==> src/rtl/wb_regfile_if.sv <==
// Write-back stage bus: MEM/WB pipeline register outputs, ID read ports,
// forwarding value and retirement status.
//   master : pipeline / ID side (drives MEM/WB fields and read addresses)
//   slave  : wb_regfile (drives read data, wb_data, retire_count, last_pc)
interface wb_regfile_if #(
  parameter int ADDR_WIDTH = 32,
  parameter int DATA_WIDTH = 32
);
  logic                  wb_valid;
  logic                  wb_stall;
  logic [ADDR_WIDTH-1:0] wb_pc;
  logic [DATA_WIDTH-1:0] wb_alu_result;
  logic [DATA_WIDTH-1:0] wb_mem_data;
  logic [2:0]            wb_funct3;
  logic [4:0]            wb_rd;
  logic                  wb_memtoreg;
  logic                  wb_regwrite;
  logic [4:0]            rs1_addr;
  logic [4:0]            rs2_addr;
  logic [DATA_WIDTH-1:0] rs1_data;
  logic [DATA_WIDTH-1:0] rs2_data;
  logic [DATA_WIDTH-1:0] wb_data;
  logic [63:0]           retire_count;
  logic [ADDR_WIDTH-1:0] last_pc;

  modport master (
    output wb_valid, wb_stall, wb_pc, wb_alu_result, wb_mem_data, wb_funct3,
           wb_rd, wb_memtoreg, wb_regwrite, rs1_addr, rs2_addr,
    input  rs1_data, rs2_data, wb_data, retire_count, last_pc
  );

  modport slave (
    input  wb_valid, wb_stall, wb_pc, wb_alu_result, wb_mem_data, wb_funct3,
           wb_rd, wb_memtoreg, wb_regwrite, rs1_addr, rs2_addr,
    output rs1_data, rs2_data, wb_data, retire_count, last_pc
  );
endinterface

==> src/rtl/wb_regfile.sv <==
// Write-back stage and 32x32 integer register file.
// Selects ALU result or extended load data, commits it to the register file,
// serves two combinational read ports with same-cycle write-through bypass,
// and tracks a 64-bit retired-instruction count plus the last retired PC.
// Ports:
//   clk   : clock, rising edge
//   reset : asynchronous, active-high
//   bus   : wb_regfile_if.slave (MEM/WB inputs, read ports, wb_data, status)
module wb_regfile #(
  parameter int                    ADDR_WIDTH = 32,
  parameter int                    DATA_WIDTH = 32,
  parameter logic [ADDR_WIDTH-1:0] PC_ADDR    = 32'h8000_0000
) (
  input  logic         clk,
  input  logic         reset,
  wb_regfile_if.slave  bus
);

  logic                  commit;
  logic                  we;
  logic [1:0]            off;
  logic [7:0]            ld_byte;
  logic [15:0]           ld_half;
  logic [DATA_WIDTH-1:0] ld_ext;
  logic [DATA_WIDTH-1:0] wb_data_d;

  logic [DATA_WIDTH-1:0] regs_q [1:31];
  logic [63:0]           retire_count_q;
  logic [ADDR_WIDTH-1:0] last_pc_q;

  // A stalled instruction is held in MEM/WB and commits on its first unstalled edge.
  assign commit = bus.wb_valid & ~bus.wb_stall;
  assign we     = commit & bus.wb_regwrite & (bus.wb_rd != 5'd0);
  assign off    = bus.wb_alu_result[1:0];

  always_comb begin
    ld_byte = bus.wb_mem_data[7:0];
    case (off)
      2'd0: ld_byte = bus.wb_mem_data[7:0];
      2'd1: ld_byte = bus.wb_mem_data[15:8];
      2'd2: ld_byte = bus.wb_mem_data[23:16];
      2'd3: ld_byte = bus.wb_mem_data[31:24];
      default: ld_byte = bus.wb_mem_data[7:0];
    endcase
    // Halfword select ignores off[0]; misaligned halves are not split.
    ld_half = off[1] ? bus.wb_mem_data[31:16] : bus.wb_mem_data[15:0];
    case (bus.wb_funct3)
      3'b000:  ld_ext = {{24{ld_byte[7]}}, ld_byte};
      3'b100:  ld_ext = {24'd0, ld_byte};
      3'b001:  ld_ext = {{16{ld_half[15]}}, ld_half};
      3'b101:  ld_ext = {16'd0, ld_half};
      default: ld_ext = bus.wb_mem_data;
    endcase
    wb_data_d = bus.wb_memtoreg ? ld_ext : bus.wb_alu_result;
  end

  assign bus.wb_data = wb_data_d;

  // x0 reads zero; a same-cycle write to the addressed register wins over the array.
  always_comb begin
    bus.rs1_data = '0;
    if (bus.rs1_addr == 5'd0)
      bus.rs1_data = '0;
    else if (we && (bus.rs1_addr == bus.wb_rd))
      bus.rs1_data = wb_data_d;
    else
      bus.rs1_data = regs_q[bus.rs1_addr];
  end

  always_comb begin
    bus.rs2_data = '0;
    if (bus.rs2_addr == 5'd0)
      bus.rs2_data = '0;
    else if (we && (bus.rs2_addr == bus.wb_rd))
      bus.rs2_data = wb_data_d;
    else
      bus.rs2_data = regs_q[bus.rs2_addr];
  end

  always_ff @(posedge clk or posedge reset) begin
    if (reset) begin
      for (int i = 1; i < 32; i++)
        regs_q[i] <= '0;
    end else if (we) begin
      regs_q[bus.wb_rd] <= wb_data_d;
    end
  end

  always_ff @(posedge clk or posedge reset) begin
    if (reset) begin
      retire_count_q <= '0;
      last_pc_q      <= PC_ADDR;
    end else if (commit) begin
      retire_count_q <= retire_count_q + 64'd1;
      last_pc_q      <= bus.wb_pc;
    end
  end

  assign bus.retire_count = retire_count_q;
  assign bus.last_pc      = last_pc_q;

endmodule
==> src/flat_wrapper.sv <==
// flat-port wrapper written by rule: the top's interface ports become plain ports
module wb_regfile_flat 
#(
  parameter int                    ADDR_WIDTH = 32,
  parameter int                    DATA_WIDTH = 32,
  parameter logic [ADDR_WIDTH-1:0] PC_ADDR    = 32'h8000_0000
)
  (clk, reset, bus_wb_valid, bus_wb_stall, bus_wb_pc, bus_wb_alu_result, bus_wb_mem_data, bus_wb_funct3, bus_wb_rd, bus_wb_memtoreg, bus_wb_regwrite, bus_rs1_addr, bus_rs2_addr, bus_rs1_data, bus_rs2_data, bus_wb_data, bus_retire_count, bus_last_pc);
  wb_regfile_if #(.ADDR_WIDTH(ADDR_WIDTH), .DATA_WIDTH(DATA_WIDTH)) bus_i ();
  input  logic clk;
  input  logic reset;
  input wire logic [$bits(bus_i.wb_valid)-1:0] bus_wb_valid;
  input wire logic [$bits(bus_i.wb_stall)-1:0] bus_wb_stall;
  input wire logic [$bits(bus_i.wb_pc)-1:0] bus_wb_pc;
  input wire logic [$bits(bus_i.wb_alu_result)-1:0] bus_wb_alu_result;
  input wire logic [$bits(bus_i.wb_mem_data)-1:0] bus_wb_mem_data;
  input wire logic [$bits(bus_i.wb_funct3)-1:0] bus_wb_funct3;
  input wire logic [$bits(bus_i.wb_rd)-1:0] bus_wb_rd;
  input wire logic [$bits(bus_i.wb_memtoreg)-1:0] bus_wb_memtoreg;
  input wire logic [$bits(bus_i.wb_regwrite)-1:0] bus_wb_regwrite;
  input wire logic [$bits(bus_i.rs1_addr)-1:0] bus_rs1_addr;
  input wire logic [$bits(bus_i.rs2_addr)-1:0] bus_rs2_addr;
  output wire logic [$bits(bus_i.rs1_data)-1:0] bus_rs1_data;
  output wire logic [$bits(bus_i.rs2_data)-1:0] bus_rs2_data;
  output wire logic [$bits(bus_i.wb_data)-1:0] bus_wb_data;
  output wire logic [$bits(bus_i.retire_count)-1:0] bus_retire_count;
  output wire logic [$bits(bus_i.last_pc)-1:0] bus_last_pc;
  assign bus_i.wb_valid = bus_wb_valid;
  assign bus_i.wb_stall = bus_wb_stall;
  assign bus_i.wb_pc = bus_wb_pc;
  assign bus_i.wb_alu_result = bus_wb_alu_result;
  assign bus_i.wb_mem_data = bus_wb_mem_data;
  assign bus_i.wb_funct3 = bus_wb_funct3;
  assign bus_i.wb_rd = bus_wb_rd;
  assign bus_i.wb_memtoreg = bus_wb_memtoreg;
  assign bus_i.wb_regwrite = bus_wb_regwrite;
  assign bus_i.rs1_addr = bus_rs1_addr;
  assign bus_i.rs2_addr = bus_rs2_addr;
  assign bus_rs1_data = bus_i.rs1_data;
  assign bus_rs2_data = bus_i.rs2_data;
  assign bus_wb_data = bus_i.wb_data;
  assign bus_retire_count = bus_i.retire_count;
  assign bus_last_pc = bus_i.last_pc;
  wb_regfile #(.ADDR_WIDTH(ADDR_WIDTH), .DATA_WIDTH(DATA_WIDTH), .PC_ADDR(PC_ADDR)) u_core (.clk(clk), .reset(reset), .bus(bus_i));
endmodule
==> config.mk <==
export PLATFORM = sky130hd
export DESIGN_NAME = wb_regfile_flat
export DESIGN_NICKNAME = d
export VERILOG_FILES = /design/src/rtl/wb_regfile_if.sv /design/src/rtl/wb_regfile.sv /design/src/flat_wrapper.sv
export SDC_FILE = /design/constraint.sdc
export NUM_CORES = 2
export LEC_CHECK = 0
export ABC_AREA = 1
export BUFFER_PORTS_ARGS = -buffer_cell sky130_fd_sc_hd__clkbuf_2
export CELL_PAD_IN_SITES_DETAIL_PLACEMENT = 0
export CELL_PAD_IN_SITES_GLOBAL_PLACEMENT = 1
export CORE_AREA = 2 2 462 464
export CTS_CLUSTER_DIAMETER = 50
export DETAILED_ROUTE_END_ITERATION = 6
export DIE_AREA = 0 0 464 466
export PLACE_DENSITY_LB_ADDON = 0.1
export SETUP_SLACK_MARGIN = 0.3
export SYNTH_ARGS = -nofsm -noshare
export SYNTH_HDL_FRONTEND = slang
export SYNTH_SLANG_ARGS = --single-unit
==> constraint.sdc <==
create_clock -name clk -period 38.3 [get_ports clk]
set_clock_uncertainty 0.1 [all_clocks]
set_input_delay 3.83 -clock clk [delete_from_list [all_inputs] [get_ports clk]]
set_output_delay 3.83 -clock clk [all_outputs]
set_load 0.03 [all_outputs]
# == After elaboration in Yosys (flattened, before gate mapping) ==
# Index checks and enable logic that the tools add are counted.
# op_classes
n_addsub,1
order_cmp,4
n_eq_ne,8
n_mux,17
bitwise_logic,7
n_reduce_logical,8
# op_table
cell,count
$bwmux 992,1
$bmux 32 s5,2
$mux 32,10
$demux 32 s5,1
$pmux 32 s4,1
$add 64x1->64 const B,1
$pmux 8 s4,1
$ge 6x6->1 const B,3
$not 5->6,3
$mux 16,1
$eq 5x5->1,2
$logic_not 5->1,2
$eq 3x3->1 const B,2
$lt 6x1->1 const B,1
$reduce_bool 5->1,1
$eq 2x2->1 const B,2
$and 1x1->1,3
$eq 3x1->1 const B,1
$logic_and 1x1->1,3
$logic_not 3->1,1
$eq 2x1->1 const B,1
$logic_not 2->1,1
$not 1->1,1
# totals
register_bits,1088
output_inout_bits,192

# == Longest topological paths before layout ==
# depth
depth_word,7
depth_mapped,13
depth_no_buf,12

# == Worst setup path after synthesis ==
# Ideal clock, no wire load.
# synth_path
path_type,input-to-output
startpoint,in bus_wb_alu_result[1]
endpoint,out bus_rs2_data[24]
arrival_time_ns,5.361
path_slack_ns,29.009
cell_stages,12
path_buffers,3
path_cell_list,buf_6 -> inv_8 -> nand2_1 -> nand4_1 -> nand3_4 -> nand3_4 -> buf_12 -> nand2_8 -> nand2_4 -> buf_6 -> nand2_1 -> nand2_1
# synth_between
elab_chain_len,6
word_cells_on_any_way,10
classes_between,eq/ne: 3; mux: 6; reduce/logical: 1
# synth_lines
item,line_no,text
"start, declared",flat_wrapper.sv:15,input wire logic [$bits(bus_i.wb_alu_result)-1:0] bus_wb_alu_result;
$eq 2x2->1 (tied with other cells),wb_regfile.sv:38,case (off)
$pmux 8 s4,wb_regfile.sv:38,
$pmux 32 s4 *,wb_regfile.sv:47,case (bus.wb_funct3)
$mux 32 *,wb_regfile.sv:54,wb_data_d = bus.wb_memtoreg ? ld_ext : bus.wb_alu_result;
named net bus_wb_data[24],flat_wrapper.sv:25,output wire logic [$bits(bus_i.wb_data)-1:0] bus_wb_data;
$mux 32 *,wb_regfile.sv:74,else if (we && (bus.rs2_addr == bus.wb_rd))
$mux 32 *,wb_regfile.sv:72,if (bus.rs2_addr == 5'd0)
"end, declared",flat_wrapper.sv:24,output wire logic [$bits(bus_i.rs2_data)-1:0] bus_rs2_data;
# The timed path passes the listed nets; every way through them passes the cells marked *.

# == Worst setup path after layout ==
# layout_path
startpoint,in bus_rs1_addr[0]
endpoint,out bus_rs1_data[30]
# layout_between
elab_chain_len,6
word_cells_on_any_way,9
classes_between,eq/ne: 1; mux: 5; bitwise: 1; reduce/logical: 2
# layout_lines
item,line_no,text
"start, declared",flat_wrapper.sv:21,input wire logic [$bits(bus_i.rs1_addr)-1:0] bus_rs1_addr;
$not 5->6 (not written as such),wb_regfile.sv:67,bus.rs1_data = regs_q[bus.rs1_addr];
$bmux 32 s5,wb_regfile.sv:67,
$mux 32 (not written as such) (2 in a row),wb_regfile.sv:67,
$mux 32,wb_regfile.sv:64,else if (we && (bus.rs1_addr == bus.wb_rd))
$mux 32 *,wb_regfile.sv:62,if (bus.rs1_addr == 5'd0)
"end, declared",flat_wrapper.sv:23,output wire logic [$bits(bus_i.rs1_data)-1:0] bus_rs1_data;
# Mark *: on every way between the ends. The rest lies on a longest branch, timed or not. The select of a mux whose other input is x is not followed.

==> metrics.yaml <==
outcome: "finished, final reports clean"
timing.reg2reg.setup_slack_ps: 35880
first_iter_violations: 6876
max-clock-path-buffers: 3
setup_slack_ps: 25300
clock_sinks: 1088
grt_max_degree: 171
rows: 169
total_of_flip_flops_plus_latches_after_synthesis: 1088
whs_endpoint: "u_core.bus.last_pc[31]"
cap_violations: 0
synth-edff-count: 0
synth.avg_cell_area_um2: 6.86
layout_worst_path_cycle_share: 0.339
timing.critical_path.buf_inv: 7
fin_nets: 9232
postCtsResizedCells: 0
ys_types: 39
global_route.usage.total: 0.297
gr-max-usage-layer: "met2"
clock_group_share_of_total_power: 0.464
drc_violation_count_after_routing: 0
gpl.final_weighted_congestion: 0.824
hold_path_class: "register to register"
floorplan.io_pins: 312
synth.top_cells.by_area: "dfrtp_1, nand2_1, nand3_1"
die_w_um: 464
critical_path_arrival_ps: 9070
hpwlAfterDp_um: 186000
hold_start: "u_core.bus.last_pc[31]"
finalSetupViolCount: 0
p_sw_frac: 0.326
internal_power_mw: 2.55
worst_ep_required_time_ps: 34370
yosys.area.top_type: "dfrtp_1"
tritoncts: "yes"
core_um2: 211000
dieHeight_um: 466
synth_area_um2: 63000
cts_inserted_buffers: 183
hold_slack_ps: 367
drive_gt1_frac: 0.104
timing.setup.tns_ps: 0
die_area_um2: 216000
area.sequential_um2: 27200
critical_setup_path_kind: "primary input to output port"
grt_antenna_before_repair: 8
reg2reg_depth: 9
clk_pin_slew_ps: 60
timing.critical_path.max_delay_family: "buffers and inverters"
worstPathCellList: "buf_8 -> inv_8 -> buf_4 -> buf_4 -> buf_4 -> buf_4 -> nand2_1 -> nand3_1 -> nand3_1 -> nand2_1 -> nand3_1 -> nand3_1 -> nand3_1 -> nand2_1 -> clkbuf_2"
max-slew-margin-rel: 0.174
timing.critical_path.mode_cell: "nand3_1"
reported_leakage_power_nw: 34.1
syn_nets: 9301
max_stage_delay_ps: 770
multi_input_comb_area_um2: 30400
ys.warnings.count: 0
cts_setup_buffers: 0
setup_repair_after_global_routing_missed_its_margin: "no"
final_hold_viol_count: 0
sequential_to_total_area_share_from_yosys_stat: 0.432
post-place-ws_ps: 25370
crit_path_start_kind: "primary input"
switchingPower_mw: 1.23
synth_commonest_cells: "nand2_1, nand3_1, dfrtp_1"
sum_of_routed_wire_length_over_all_layers_um: 327000
postSynth.topFlopCell: "dfrtp_1"
wire_per_inst_um: 27.0
slowest_stage: "buf_4"
synth.most_common_cell: "nand2_1"
clk_root_buffer_cell: "clkbuf_16"
maximum_vdd_ir_drop_uv: 37.7
number_of_logic_stages_on_the_critical_path_including_buffering: 15
worst-slew-pin-transition_ps: 1240
via_count: 65100
slew_violations: 0
globalRouteMet3Util: 0.0531
min_cycle_time_layout_ps: 13000
fill_cells: 22800
crit_path_max_fo: 99
setup.worst_path.end_class: "output port"
hold-path-cell-count: 2
global_route.usage.met2: 0.464
pwr_density_cell_nw_per_um2: 51.7
hold_buffers: 0
timing.fmax_mhz: 76.9
use_met1: 0.408
total_power_mw: 3.78
remaining_overflow_grt: 0
first_pass_grt_wire_length_um: 471000
htree_levels: 4
initial_core_util: 0.298
reg2reg_to: "u_core.bus.retire_count[42]"
layout.core_utilization: 0.346
worstSkewPairLatency_ps: 840
number_of_port_buffers: 311
drt_pass1_iterations: 7
antenna_violating_nets_post_route: 0
synth_cells: 9180
sequentialPowerShare: 0.366
comb_power_share: 0.171
first_global_vias: 63100
synth_top_area_frac: 0.432
layout-area-overhead-vs-synth_pct: 15.9
rr_startpoint: "u_core.bus.retire_count[0]"
asyncSetResetFlopFracSynth: 1.00
vias_per_cell: 5.38
-- worst max path at each step --
stage / startpoint / endpoint / slack [ps]
after floorplan: reset / u_core.bus.last_pc[0] / 3740
final: bus_rs1_addr[0] / bus_rs1_data[30] / 25300
after global placement: bus_rs1_addr[0] / bus_rs1_data[16] / 25410
after CTS: bus_rs1_addr[0] / bus_rs1_data[16] / 25340
after global routing: bus_rs1_addr[0] / bus_rs1_data[29] / 25140
after detailed placement: bus_rs1_addr[0] / bus_rs1_data[16] / 25370
-- sequential cells by signal, summed over array words and instances (netlist names) --
register                 cells
u_core.bus.last_pc          32
u_core.regs_q              992
u_core.bus.retire_count     64
-- per-layer routing --
metal,vias up,part of all wire
li1,29800,-
met1,32000,0.44
met2,2752,0.44
met3,558,0.074
met4,6,0.038
met5,-,0.00021
-- power groups by stage --
stage	logic, mW	clock network [mW]	registers (mW)
3_5_place_dp	0.642	0	1.40
2_1_floorplan	0.410	0	1.39
5_1_grt	0.715	1.83	1.40
4_1_cts	0.643	1.78	1.38
6_report	0.645	1.75	1.38
3_3_place_gp	0.637	0	1.40
-- stage by stage --
stage | instances | area, µm²
after floorplan | 9180 | 63000
after global placement | 11700 | 66600
after detailed placement | 11700 | 66600
after CTS | 12100 | 73000
after global routing | 12100 | 73000
final | 12100 | 73000
-- logic make-up after synthesis --
group,count (synthesis),share of synthesized area
adder cells (fa/ha/maj),1,0.000199
XOR/XNOR,51,0.00709
flip-flops,1088,0.432
buffers and inverters,1379,0.0878
AND/OR/NAND/NOR,5538,0.376
AO/OA/AOI/OAI,1123,0.0967
-- cell type report --
cell class	count	area share
Antenna cell	3	0.000103
Clock buffer	222	0.0690
Clock inverter	124	0.0191
Inverter	668	0.0352
Multi-Input combinational cell	6713	0.417
Sequential cell	1088	0.373
Tap cell	2821	0.0483
Timing Repair Buffer	457	0.0385
-- tightest hold or removal path, cell delays in order, from the launching register on --
cell     delay, ps
dfstp_2        370
nand2_1         50
nand2_1         40
-- placed cells by master, fill, tap and decap left out, types with 9 or more instances in the layout --
cell,Yosys,routed
nand2_4,9,9
clkbuf_1,440,16
buf_4,7,140
o21ai_1,40,40
clkbuf_8,0,16
nor2_1,500,484
inv_2,31,29
o21ai_2,14,14
nand3_1,1637,1635
o21ai_0,629,629
inv_1,632,623
nand2_1,3158,3152
clkinv_4,0,22
inv_6,0,18
dfrtp_1,1087,1087
nand3b_1,10,10
xnor2_1,30,30
nand4_1,115,115
clkinvlp_4,0,34
nand2_8,10,10
clkbuf_2,0,301
a21oi_1,111,111
xor2_1,21,21
bufinv_16,0,20
or2_2,13,13
clkinv_2,0,31
nor3_1,21,21
nand2_2,38,44
clkbuf_16,0,190
a31oi_1,323,323
nor2_4,7,31
Note: power is estimated with default switching activity, not from simulation.
